<file path="src/rtl/mc_if.sv">
// Control bus between the multicycle MIPS main controller and its datapath.
// The controller (master) receives the latched opcode/funct and the ALU zero
// flag, and drives every mux select, write strobe and the ALU operation code.
interface mc_if #(
    parameter int STW = 4
);
    logic [5:0]     op;
    logic [5:0]     funct;
    logic           zero;
    logic           pcen;
    logic           iord;
    logic           memwrite;
    logic           irwrite;
    logic           regwrite;
    logic           regdst;
    logic           memtoreg;
    logic           alusrca;
    logic [1:0]     alusrcb;
    logic           immzext;
    logic [1:0]     pcsrc;
    logic [2:0]     alucont;
    logic [STW-1:0] state;

    modport master (
        input  op, funct, zero,
        output pcen, iord, memwrite, irwrite, regwrite, regdst, memtoreg,
               alusrca, alusrcb, immzext, pcsrc, alucont, state
    );

    modport slave (
        output op, funct, zero,
        input  pcen, iord, memwrite, irwrite, regwrite, regdst, memtoreg,
               alusrca, alusrcb, immzext, pcsrc, alucont, state
    );
endinterface

</file>
<file path="src/rtl/mc_controller.sv">
// Multicycle MIPS main control FSM with ALU-control decode.
// Outputs are a Moore decode of the state register; the only Mealy path is
// pcen in BRANCH, which follows the ALU zero flag within the same cycle.
module mc_controller #(
    parameter int STW = 4
) (
    input  logic clk,
    input  logic reset,
    mc_if.master bus
);
    typedef enum logic [STW-1:0] {
        FETCH  = 'd0,
        DECODE = 'd1,
        MEMADR = 'd2,
        MEMRD  = 'd3,
        MEMWB  = 'd4,
        MEMWR  = 'd5,
        EXEC   = 'd6,
        ALUWB  = 'd7,
        BRANCH = 'd8,
        IEXEC  = 'd9,
        IWB    = 'd10,
        JUMP   = 'd11
    } state_t;

    localparam logic [5:0] OP_R    = 6'b000000;
    localparam logic [5:0] OP_J    = 6'b000010;
    localparam logic [5:0] OP_BEQ  = 6'b000100;
    localparam logic [5:0] OP_BNE  = 6'b000101;
    localparam logic [5:0] OP_ADDI = 6'b001000;
    localparam logic [5:0] OP_SLTI = 6'b001010;
    localparam logic [5:0] OP_ANDI = 6'b001100;
    localparam logic [5:0] OP_ORI  = 6'b001101;
    localparam logic [5:0] OP_LW   = 6'b100011;
    localparam logic [5:0] OP_SW   = 6'b101011;

    localparam logic [2:0] ALU_AND = 3'b000;
    localparam logic [2:0] ALU_OR  = 3'b001;
    localparam logic [2:0] ALU_ADD = 3'b010;
    localparam logic [2:0] ALU_SUB = 3'b110;
    localparam logic [2:0] ALU_SLT = 3'b111;

    state_t     state_reg, state_next;
    logic       pcwrite, branch, take;
    logic       funct_legal;
    logic [2:0] funct_alu;
    logic [2:0] imm_alu;
    logic       imm_zext;

    // State register; reset abandons any instruction in flight.
    always_ff @(posedge clk) begin
        if (reset) begin
            state_reg <= FETCH;
        end else begin
            state_reg <= state_next;
        end
    end

    // R-type funct decode: ALU operation and legality (illegal funct aborts).
    always_comb begin
        funct_legal = 1'b1;
        funct_alu   = ALU_ADD;
        case (bus.funct)
            6'b100000: funct_alu = ALU_ADD;
            6'b100010: funct_alu = ALU_SUB;
            6'b100100: funct_alu = ALU_AND;
            6'b100101: funct_alu = ALU_OR;
            6'b101010: funct_alu = ALU_SLT;
            default:   funct_legal = 1'b0;
        endcase
    end

    // I-type decode: ALU operation and zero-extension for the logical immediates.
    always_comb begin
        imm_alu  = ALU_ADD;
        imm_zext = 1'b0;
        case (bus.op)
            OP_ANDI: begin imm_alu = ALU_AND; imm_zext = 1'b1; end
            OP_ORI:  begin imm_alu = ALU_OR;  imm_zext = 1'b1; end
            OP_SLTI: imm_alu = ALU_SLT;
            default: imm_alu = ALU_ADD;
        endcase
    end

    // Next-state and Moore output decode; anything not set below stays inactive.
    always_comb begin
        state_next   = FETCH;
        pcwrite      = 1'b0;
        branch       = 1'b0;
        bus.iord     = 1'b0;
        bus.memwrite = 1'b0;
        bus.irwrite  = 1'b0;
        bus.regwrite = 1'b0;
        bus.regdst   = 1'b0;
        bus.memtoreg = 1'b0;
        bus.alusrca  = 1'b0;
        bus.alusrcb  = 2'b00;
        bus.immzext  = 1'b0;
        bus.pcsrc    = 2'b00;
        bus.alucont  = ALU_ADD;
        case (state_reg)
            FETCH: begin
                bus.irwrite = 1'b1;
                pcwrite     = 1'b1;
                bus.alusrcb = 2'b01;
                state_next  = DECODE;
            end
            DECODE: begin
                // Speculatively compute the branch target into ALUOut.
                bus.alusrcb = 2'b11;
                case (bus.op)
                    OP_LW, OP_SW:                      state_next = MEMADR;
                    OP_R:                              state_next = funct_legal ? EXEC : FETCH;
                    OP_BEQ, OP_BNE:                    state_next = BRANCH;
                    OP_ADDI, OP_ANDI, OP_ORI, OP_SLTI: state_next = IEXEC;
                    OP_J:                              state_next = JUMP;
                    default:                           state_next = FETCH;
                endcase
            end
            MEMADR: begin
                bus.alusrca = 1'b1;
                bus.alusrcb = 2'b10;
                state_next  = (bus.op == OP_SW) ? MEMWR : MEMRD;
            end
            MEMRD: begin
                bus.iord   = 1'b1;
                state_next = MEMWB;
            end
            MEMWB: begin
                bus.regwrite = 1'b1;
                bus.memtoreg = 1'b1;
            end
            MEMWR: begin
                bus.iord     = 1'b1;
                bus.memwrite = 1'b1;
            end
            EXEC: begin
                bus.alusrca = 1'b1;
                bus.alucont = funct_alu;
                state_next  = ALUWB;
            end
            ALUWB: begin
                bus.regwrite = 1'b1;
                bus.regdst   = 1'b1;
            end
            BRANCH: begin
                bus.alusrca = 1'b1;
                bus.alucont = ALU_SUB;
                bus.pcsrc   = 2'b01;
                branch      = 1'b1;
            end
            IEXEC: begin
                bus.alusrca = 1'b1;
                bus.alusrcb = 2'b10;
                bus.alucont = imm_alu;
                bus.immzext = imm_zext;
                state_next  = IWB;
            end
            IWB: begin
                bus.regwrite = 1'b1;
            end
            JUMP: begin
                bus.pcsrc = 2'b10;
                pcwrite   = 1'b1;
            end
            default: state_next = FETCH;
        endcase
    end

    // bne inverts the sense of the zero flag; pcen is the only Mealy output.
    assign take      = (bus.op == OP_BNE) ? ~bus.zero : bus.zero;
    assign bus.pcen  = pcwrite | (branch & take);
    assign bus.state = state_reg;
endmodule

</file>
<file path="src/flat_wrapper.sv">
// flat-port wrapper written by rule: the top's interface ports become plain ports
module mc_controller_flat 
#(
    parameter int STW = 4
)
  (clk, reset, bus_op, bus_funct, bus_zero, bus_pcen, bus_iord, bus_memwrite, bus_irwrite, bus_regwrite, bus_regdst, bus_memtoreg, bus_alusrca, bus_alusrcb, bus_immzext, bus_pcsrc, bus_alucont, bus_state);
  mc_if #(.STW(STW)) bus_i ();
  input  logic clk;
  input  logic reset;
  input wire logic [$bits(bus_i.op)-1:0] bus_op;
  input wire logic [$bits(bus_i.funct)-1:0] bus_funct;
  input wire logic [$bits(bus_i.zero)-1:0] bus_zero;
  output wire logic [$bits(bus_i.pcen)-1:0] bus_pcen;
  output wire logic [$bits(bus_i.iord)-1:0] bus_iord;
  output wire logic [$bits(bus_i.memwrite)-1:0] bus_memwrite;
  output wire logic [$bits(bus_i.irwrite)-1:0] bus_irwrite;
  output wire logic [$bits(bus_i.regwrite)-1:0] bus_regwrite;
  output wire logic [$bits(bus_i.regdst)-1:0] bus_regdst;
  output wire logic [$bits(bus_i.memtoreg)-1:0] bus_memtoreg;
  output wire logic [$bits(bus_i.alusrca)-1:0] bus_alusrca;
  output wire logic [$bits(bus_i.alusrcb)-1:0] bus_alusrcb;
  output wire logic [$bits(bus_i.immzext)-1:0] bus_immzext;
  output wire logic [$bits(bus_i.pcsrc)-1:0] bus_pcsrc;
  output wire logic [$bits(bus_i.alucont)-1:0] bus_alucont;
  output wire logic [$bits(bus_i.state)-1:0] bus_state;
  assign bus_i.op = bus_op;
  assign bus_i.funct = bus_funct;
  assign bus_i.zero = bus_zero;
  assign bus_pcen = bus_i.pcen;
  assign bus_iord = bus_i.iord;
  assign bus_memwrite = bus_i.memwrite;
  assign bus_irwrite = bus_i.irwrite;
  assign bus_regwrite = bus_i.regwrite;
  assign bus_regdst = bus_i.regdst;
  assign bus_memtoreg = bus_i.memtoreg;
  assign bus_alusrca = bus_i.alusrca;
  assign bus_alusrcb = bus_i.alusrcb;
  assign bus_immzext = bus_i.immzext;
  assign bus_pcsrc = bus_i.pcsrc;
  assign bus_alucont = bus_i.alucont;
  assign bus_state = bus_i.state;
  mc_controller #(.STW(STW)) u_core (.clk(clk), .reset(reset), .bus(bus_i));
endmodule
</file>
<file path="config.mk">
export PLATFORM = sky130hd
export DESIGN_NAME = mc_controller_flat
export DESIGN_NICKNAME = d
export VERILOG_FILES = /design/src/rtl/mc_if.sv /design/src/rtl/mc_controller.sv /design/src/flat_wrapper.sv
export SDC_FILE = /design/constraint.sdc
export NUM_CORES = 1
export LEC_CHECK = 0
export ABC_AREA = 1
export CORE_MARGIN = 1
export CORE_UTILIZATION = 38
export DETAILED_ROUTE_END_ITERATION = 8
export HOLD_SLACK_MARGIN = 0.15
export PLACE_DENSITY = 0.79
export RECOVER_POWER = 25
export SLEW_MARGIN = 15
export SYNTH_ARGS = -nofsm -noshare
export SYNTH_HDL_FRONTEND = slang
export SYNTH_SLANG_ARGS = --single-unit
</file>
<file path="constraint.sdc">
create_clock -name clk -period 1.4 [get_ports clk]
set_input_delay 0.21 -clock clk [delete_from_list [all_inputs] [get_ports clk]]
set_output_delay 0.21 -clock clk [all_outputs]
set_load 0.05 [all_outputs]
</file>
==> results of run 1 <==
metrics by stage:
step | std cells | utilization | worst slack (ps)
global placement | 188 | 0.958 | -327
detailed placement | 188 | 0.958 | -484
floorplan | 116 | - | -192
cell families after synthesis:
logic type	count (synthesis)
compound gates	12
buf+inv	23
simple gates	76
xor+xnor	1
flops	4
==> impl_results.rst, run 1 <==
.. list-table::
   :header-rows: 1

   * - Metric
     - Value
   * - Outcome
     - did not finish
   * - Stage reached
     - 4_1_cts
   * - First error
     - [ERROR DPL-0038] Utilization greater than 100%, impossible to legalize
   * - Count of input and output buffers
     - 34
   * - Number of H-tree levels
     - 1
   * - Overall die width
     - 42.8 um
   * - Dominant register cell in the synthesized netlist
     - sky130_fd_sc_hd__dfxtp_1
   * - Synthesized area divided by synthesized cell count
     - roughly 5.5 um2
   * - Library cells used by synthesis
     - 23
   * - Area post-placement
     - ~1500 um2
   * - Hold bufs inserted after CTS
     - 0
   * - Number of gates resized after cts
     - slightly below 50
   * - Yosys top cell area share
     - 0.160
   * - Sequential fraction of the synthesis area
     - 0.126
   * - Flops & latches, synth
     - 4
   * - Combinational family with the most area after synthesis
     - simple AND/OR/NAND/NOR gates
   * - Clock root buffer master
     - sky130_fd_sc_hd__clkbuf_4
   * - Simple-Gate Fraction of Synth Area
     - 0.589
   * - Commonest cells post-synth
     - sky130_fd_sc_hd__nor2_1, sky130_fd_sc_hd__nand2_1, sky130_fd_sc_hd__inv_1
   * - Complex-gate fraction of the synthesized area
     - 0.130
   * - Most frequent cell after synthesis
     - sky130_fd_sc_hd__nor2_1
   * - Gp weighted congestion
     - 0.868
   * - Number of clock sinks
     - 4
   * - Count of boundary I/O pins
     - 35
   * - Die Y-Extent
     - roughly 43 um
   * - HPWL Detailed
     - around 2900 um
   * - Synth Area in XOR/XNOR
     - 0.0138
   * - Leading cell types by total area after synthesis
     - sky130_fd_sc_hd__nor2_1, sky130_fd_sc_hd__dfxtp_1, sky130_fd_sc_hd__nand2_1
   * - Maximum clock path buffer count
     - 2
   * - Synthesis warning total
     - 0
   * - Synth area leader
     - sky130_fd_sc_hd__nor2_1
   * - Number of buffers inserted during clock tree synthesis
     - 3
   * - Number of setup buffers added after CTS
     - 19
   * - Net count of the mapped netlist
     - ~130
   * - Num rows
     - 14
   * - Mux share of post-synthesis cell area
     - 0
   * - Share of synthesized registers carrying an async set or reset
     - 0
   * - Starting density of the core
     - 0.415
   * - Gate count after technology mapping
     - about 120
   * - Summed instance area of the synthesized netlist
     - 633 um2
   * - Count of flip-flops with a built-in enable after synthesis
     - 0
   * - Synthesized-area fraction occupied by adder cells
     - 0
==> run 2, diff against run 1 <==
- CORE_AREA: unset -> 2 2 63 65
- CORE_MARGIN: 1 -> unset
- CORE_UTILIZATION: 38 -> unset
- DIE_AREA: unset -> 0 0 65 67
- HOLD_SLACK_MARGIN: 0.15 -> unset
- PLACE_DENSITY: 0.79 -> unset
- PLACE_DENSITY_LB_ADDON: unset -> 0.15
==> impl_results.rst, run 2 <==
.. list-table::
   :header-rows: 1

   * - Metric
     - Value
   * - Post-placement setup slack
     - -402 ps (+81.2 ps)
   * - Number of max-capacitance violations reported
     - 0
   * - Period Utilization, post-route
     - 1.14
   * - Total global routing overflow
     - 0
   * - Depth of the worst register-to-register path
     - 9
   * - Worst Clk Skew
     - just under 7 ps
   * - R2r startpoint
     - u_core.bus.state[3]$_SDFF_PP0_
   * - Flops & latches, synth
     - 4 (unchanged)
   * - Power per unit of standard cell area
     - roughly 430 nW/um2
   * - Detail Route met3 WL
     - 97 um
   * - CTS tree
     - done
   * - Outcome
     - finished, violations left
   * - Maximum clock path buffer count
     - 2 (unchanged)
   * - Initial antenna violation count
     - 0
   * - Yosys top cell area share
     - 0.160 (unchanged)
   * - Clock root buffer master
     - sky130_fd_sc_hd__clkbuf_8
   * - Slack of the worst reg-to-reg path
     - approximately 150 ps
   * - Start-to-end type of the worst setup path
     - flip-flop to output port
   * - Max rail drop VDD
     - ~0.31 mV
   * - CP cell instances
     - inv_4 > nor2_4 > inv_2 > nor2_4 > inv_2 > a21oi_2 > inv_2 > nand4_1 > buf_12
   * - Number of detailed-routing iterations run before antenna repair
     - 3
   * - Start point of the worst min-delay path
     - bus_op[2]
   * - Relative area change from synthesis to final layout
     - 191%
   * - Slew Limit Headroom
     - 0.833
   * - Skew-Pair Late Insertion Delay
     - ~220 ps
   * - Worst-path cell with the longest stage delay
     - sky130_fd_sc_hd__dfxtp_4
   * - Flip-flop count of the largest register, all copies and words added
     - 4
   * - Maximum cell stage delay along the critical path
     - around 370 ps
   * - Num rows
     - 22 (+8)
   * - HPWL Detailed
     - 1970 um (-31%)
   * - Required time of the critical path
     - 1190 ps
   * - Starting DRT DRC Count
     - 30
   * - Number of H-tree levels
     - 1 (unchanged)
   * - Crit end category
     - output port
   * - Most frequent cell after synthesis
     - sky130_fd_sc_hd__nor2_1
   * - Synthesized area divided by synthesized cell count
     - 5.46 um2 (unchanged)
   * - Most common library cell in the layout ignoring fill and taps
     - sky130_fd_sc_hd__buf_4
   * - Pin count of the biggest net entering global routing
     - 7
   * - Summed instance area of the synthesized netlist
     - 633 um2 (unchanged)
   * - Worst Slack Setup Final
     - -200 ps
   * - Biggest fanout along the worst timing path
     - 4
   * - Standby leakage power
     - 0.000842 uW
   * - Number of setup violations in the final report
     - 11
   * - Number of cells on the worst hold path
     - 7
   * - Starting density of the core
     - 0.176 (-0.240)
   * - Count of endpoints failing hold in the final timing report
     - 0
   * - Routed Antenna Nets
     - 0
   * - Class of the worst hold path
     - input port to flip-flop
   * - Post-route met1 wirelength
     - approximately 1000 um
   * - Global-route wire length before repair
     - approximately 4400 um
   * - Vias
     - approximately 1,000
   * - Post-layout instance area
     - 1840 um2
   * - CP Data Arrival Time
     - about 1400 ps
   * - Per-cell via count in the routed design
     - roughly 4.2
   * - Via count of the first global-routing pass
     - around 1,000
   * - GRT Overall Usage
     - 0.127
   * - Count of input and output buffers
     - 34 (unchanged)
   * - Met2 wire len
     - roughly 1400 um
   * - CTS clock-pin slew for the worst setup and hold paths
     - 40 ps
   * - Count of flip-flops with a built-in enable after synthesis
     - 0 (unchanged)
   * - Final worst path period need
     - between 1500 and 2000 ps
   * - Number of buffers inserted during clock tree synthesis
     - 3 (unchanged)
   * - Achievable frequency
     - roughly 620 MHz
   * - Die Y-Extent
     - 67 um (+56%)
   * - Commonest non-fill, non-tap cells in the layout
     - sky130_fd_sc_hd__buf_4, sky130_fd_sc_hd__buf_12, sky130_fd_sc_hd__nor2_4
   * - Area of the core
     - 3610 um2
   * - Area post-placement
     - 1550 um2 (+5.8%)
   * - Routed wire length
     - between 2000 and 2500 um
   * - Overall die width
     - 65 um (+52%)
   * - Largest delay share family, worst path
     - flip-flops
   * - Leading cell types by total area after synthesis
     - sky130_fd_sc_hd__nor2_1, sky130_fd_sc_hd__dfxtp_1, sky130_fd_sc_hd__nand2_1
   * - Failing checks
     - negative setup slack
   * - Number of clock sinks
     - 4 (unchanged)
   * - Share of final-layout standard cells stronger than drive strength 1
     - 0.652
   * - Library cells used by synthesis
     - 23 (unchanged)
   * - Dominant register cell in the synthesized netlist
     - sky130_fd_sc_hd__dfxtp_1
   * - Routed length per placed instance
     - approximately 10 um
   * - Net count of the mapped netlist
     - 131 (unchanged)
   * - Unrepaired setup endpoints after global routing
     - yes
   * - Hold bufs inserted after CTS
     - 0 (unchanged)
   * - Drc violations
     - 0
   * - Gp weighted congestion
     - 0.805 (-7.3%)
   * - Count of boundary I/O pins
     - 35 (unchanged)
   * - Commonest cells post-synth
     - sky130_fd_sc_hd__nor2_1, sky130_fd_sc_hd__nand2_1, sky130_fd_sc_hd__inv_1
   * - Synth area leader
     - sky130_fd_sc_hd__nor2_1
   * - N_diodes
     - 0
   * - Net count, final
     - ~220
   * - Gate count after technology mapping
     - 116 (unchanged)
   * - Synthesis warning total
     - 0 (unchanged)
   * - Hold EP
     - u_core.bus.state[2]$_SDFF_PP0_
   * - Reg-to-reg critical path endpoint
     - u_core.bus.state[1]$_SDFF_PP0_
   * - Transition time at the pin with the least slew margin
     - approximately 250 ps
   * - Count of final max-slew check failures
     - 0
   * - Share of synthesized registers carrying an async set or reset
     - 0 (unchanged)
   * - Count of buffer and inverter cells on the critical path
     - 5
   * - Startpoint type of the worst setup path
     - flip-flop
   * - Sequential fraction of the synthesis area
     - 0.126 (unchanged)
   * - Highest metal used
     - met4
   * - Die Area
     - 4360 um2
   * - Dominant cell type by count on the critical path
     - sky130_fd_sc_hd__inv_2
   * - Worst Hold Margin
     - 515 ps
## run 2: cell counts after synthesis
Identical to the previous run, type by type.
## run 2: metal layers
| metal | GRT usage | up-vias |
|---|---|---|
| met2 | 0.249 | 23 |
| met4 | 0.0293 | 0 |
| met3 | 0.0236 | 4 |
| met1 | 0.139 | 463 |
| li1 | - | 536 |
| met5 | 0 | - |
## run 2: report_power, final
part | switching (uW) | internal [uW]
sequential | 10.0 | 115
combinational | 212 | 204
clock | 67.3 | 184
## run 2: area by class of cell
| class | count | area (um2) |
|---|---|---|
| Inverter | 23 | 96.3 |
| Tap cell | 48 | 60.1 |
| Clock buffer | 3 | 41.3 |
| Multi-Input combinational cell | 89 | 652 |
| Sequential cell | 4 | 95.1 |
| Fill cell | 359 | 1760 |
| Timing Repair Buffer | 79 | 897 |
## run 2: per-stage QoR
stage                      util  total power (uW)  cells  setup TNS (ps)
after CTS                 0.501               786    244           -1160
final                     0.511               793    246           -1100
after floorplan               -               294    116           -1080
after global placement    0.429               492    226           -2510
after global routing      0.511               831    246           -1760
after detailed placement  0.429               495    226           -2660
## run 2: worst reg2reg max path, cell delays in order, from the launching register on
cell and delay, ps:
sky130_fd_sc_hd__dfxtp_4 350, sky130_fd_sc_hd__inv_4 80, sky130_fd_sc_hd__nor2_4 40, sky130_fd_sc_hd__inv_4 100
sky130_fd_sc_hd__nor2_4 40, sky130_fd_sc_hd__inv_2 90, sky130_fd_sc_hd__nand2_2 70, sky130_fd_sc_hd__buf_4 130
sky130_fd_sc_hd__a31oi_1 170, sky130_fd_sc_hd__a21oi_2 70
## run 2: how the worst max path moves through the flow
stage,startpoint,end,slack [ps],cells past startpoint
4_1_cts,u_core.bus.state[1]$_SDFF_PP0_,bus_alucont[1],-210,9
6_report,u_core.bus.state[1]$_SDFF_PP0_,bus_alucont[1],-200,9
3_3_place_gp,bus_op[4],bus_pcen,-390,6
5_1_grt,u_core.bus.state[1]$_SDFF_PP0_,bus_alucont[1],-250,9
2_1_floorplan,u_core.bus.state[3]$_SDFF_PP0_,bus_alucont[1],-190,7
3_5_place_dp,bus_op[4],bus_pcen,-400,6
## run 2: timing repair
item | in CTS | in global routing
hold endpoints to repair | 0 | 0
gates resized for setup | 48 | 7
buffers inserted | 16 | 3
pin swaps | 16 | 9
setup endpoints to repair | 13 | 15
## run 2: cells by family (layout without fill, tap and decap cells)
family	Yosys count	count (layout)	share of synthesized area
buf+inv	23	105	0.140
simple gates	76	76	0.589
flops	4	4	0.126
compound gates	12	12	0.130
xor+xnor	1	1	0.0138
Power figures use the tool's default switching activity.
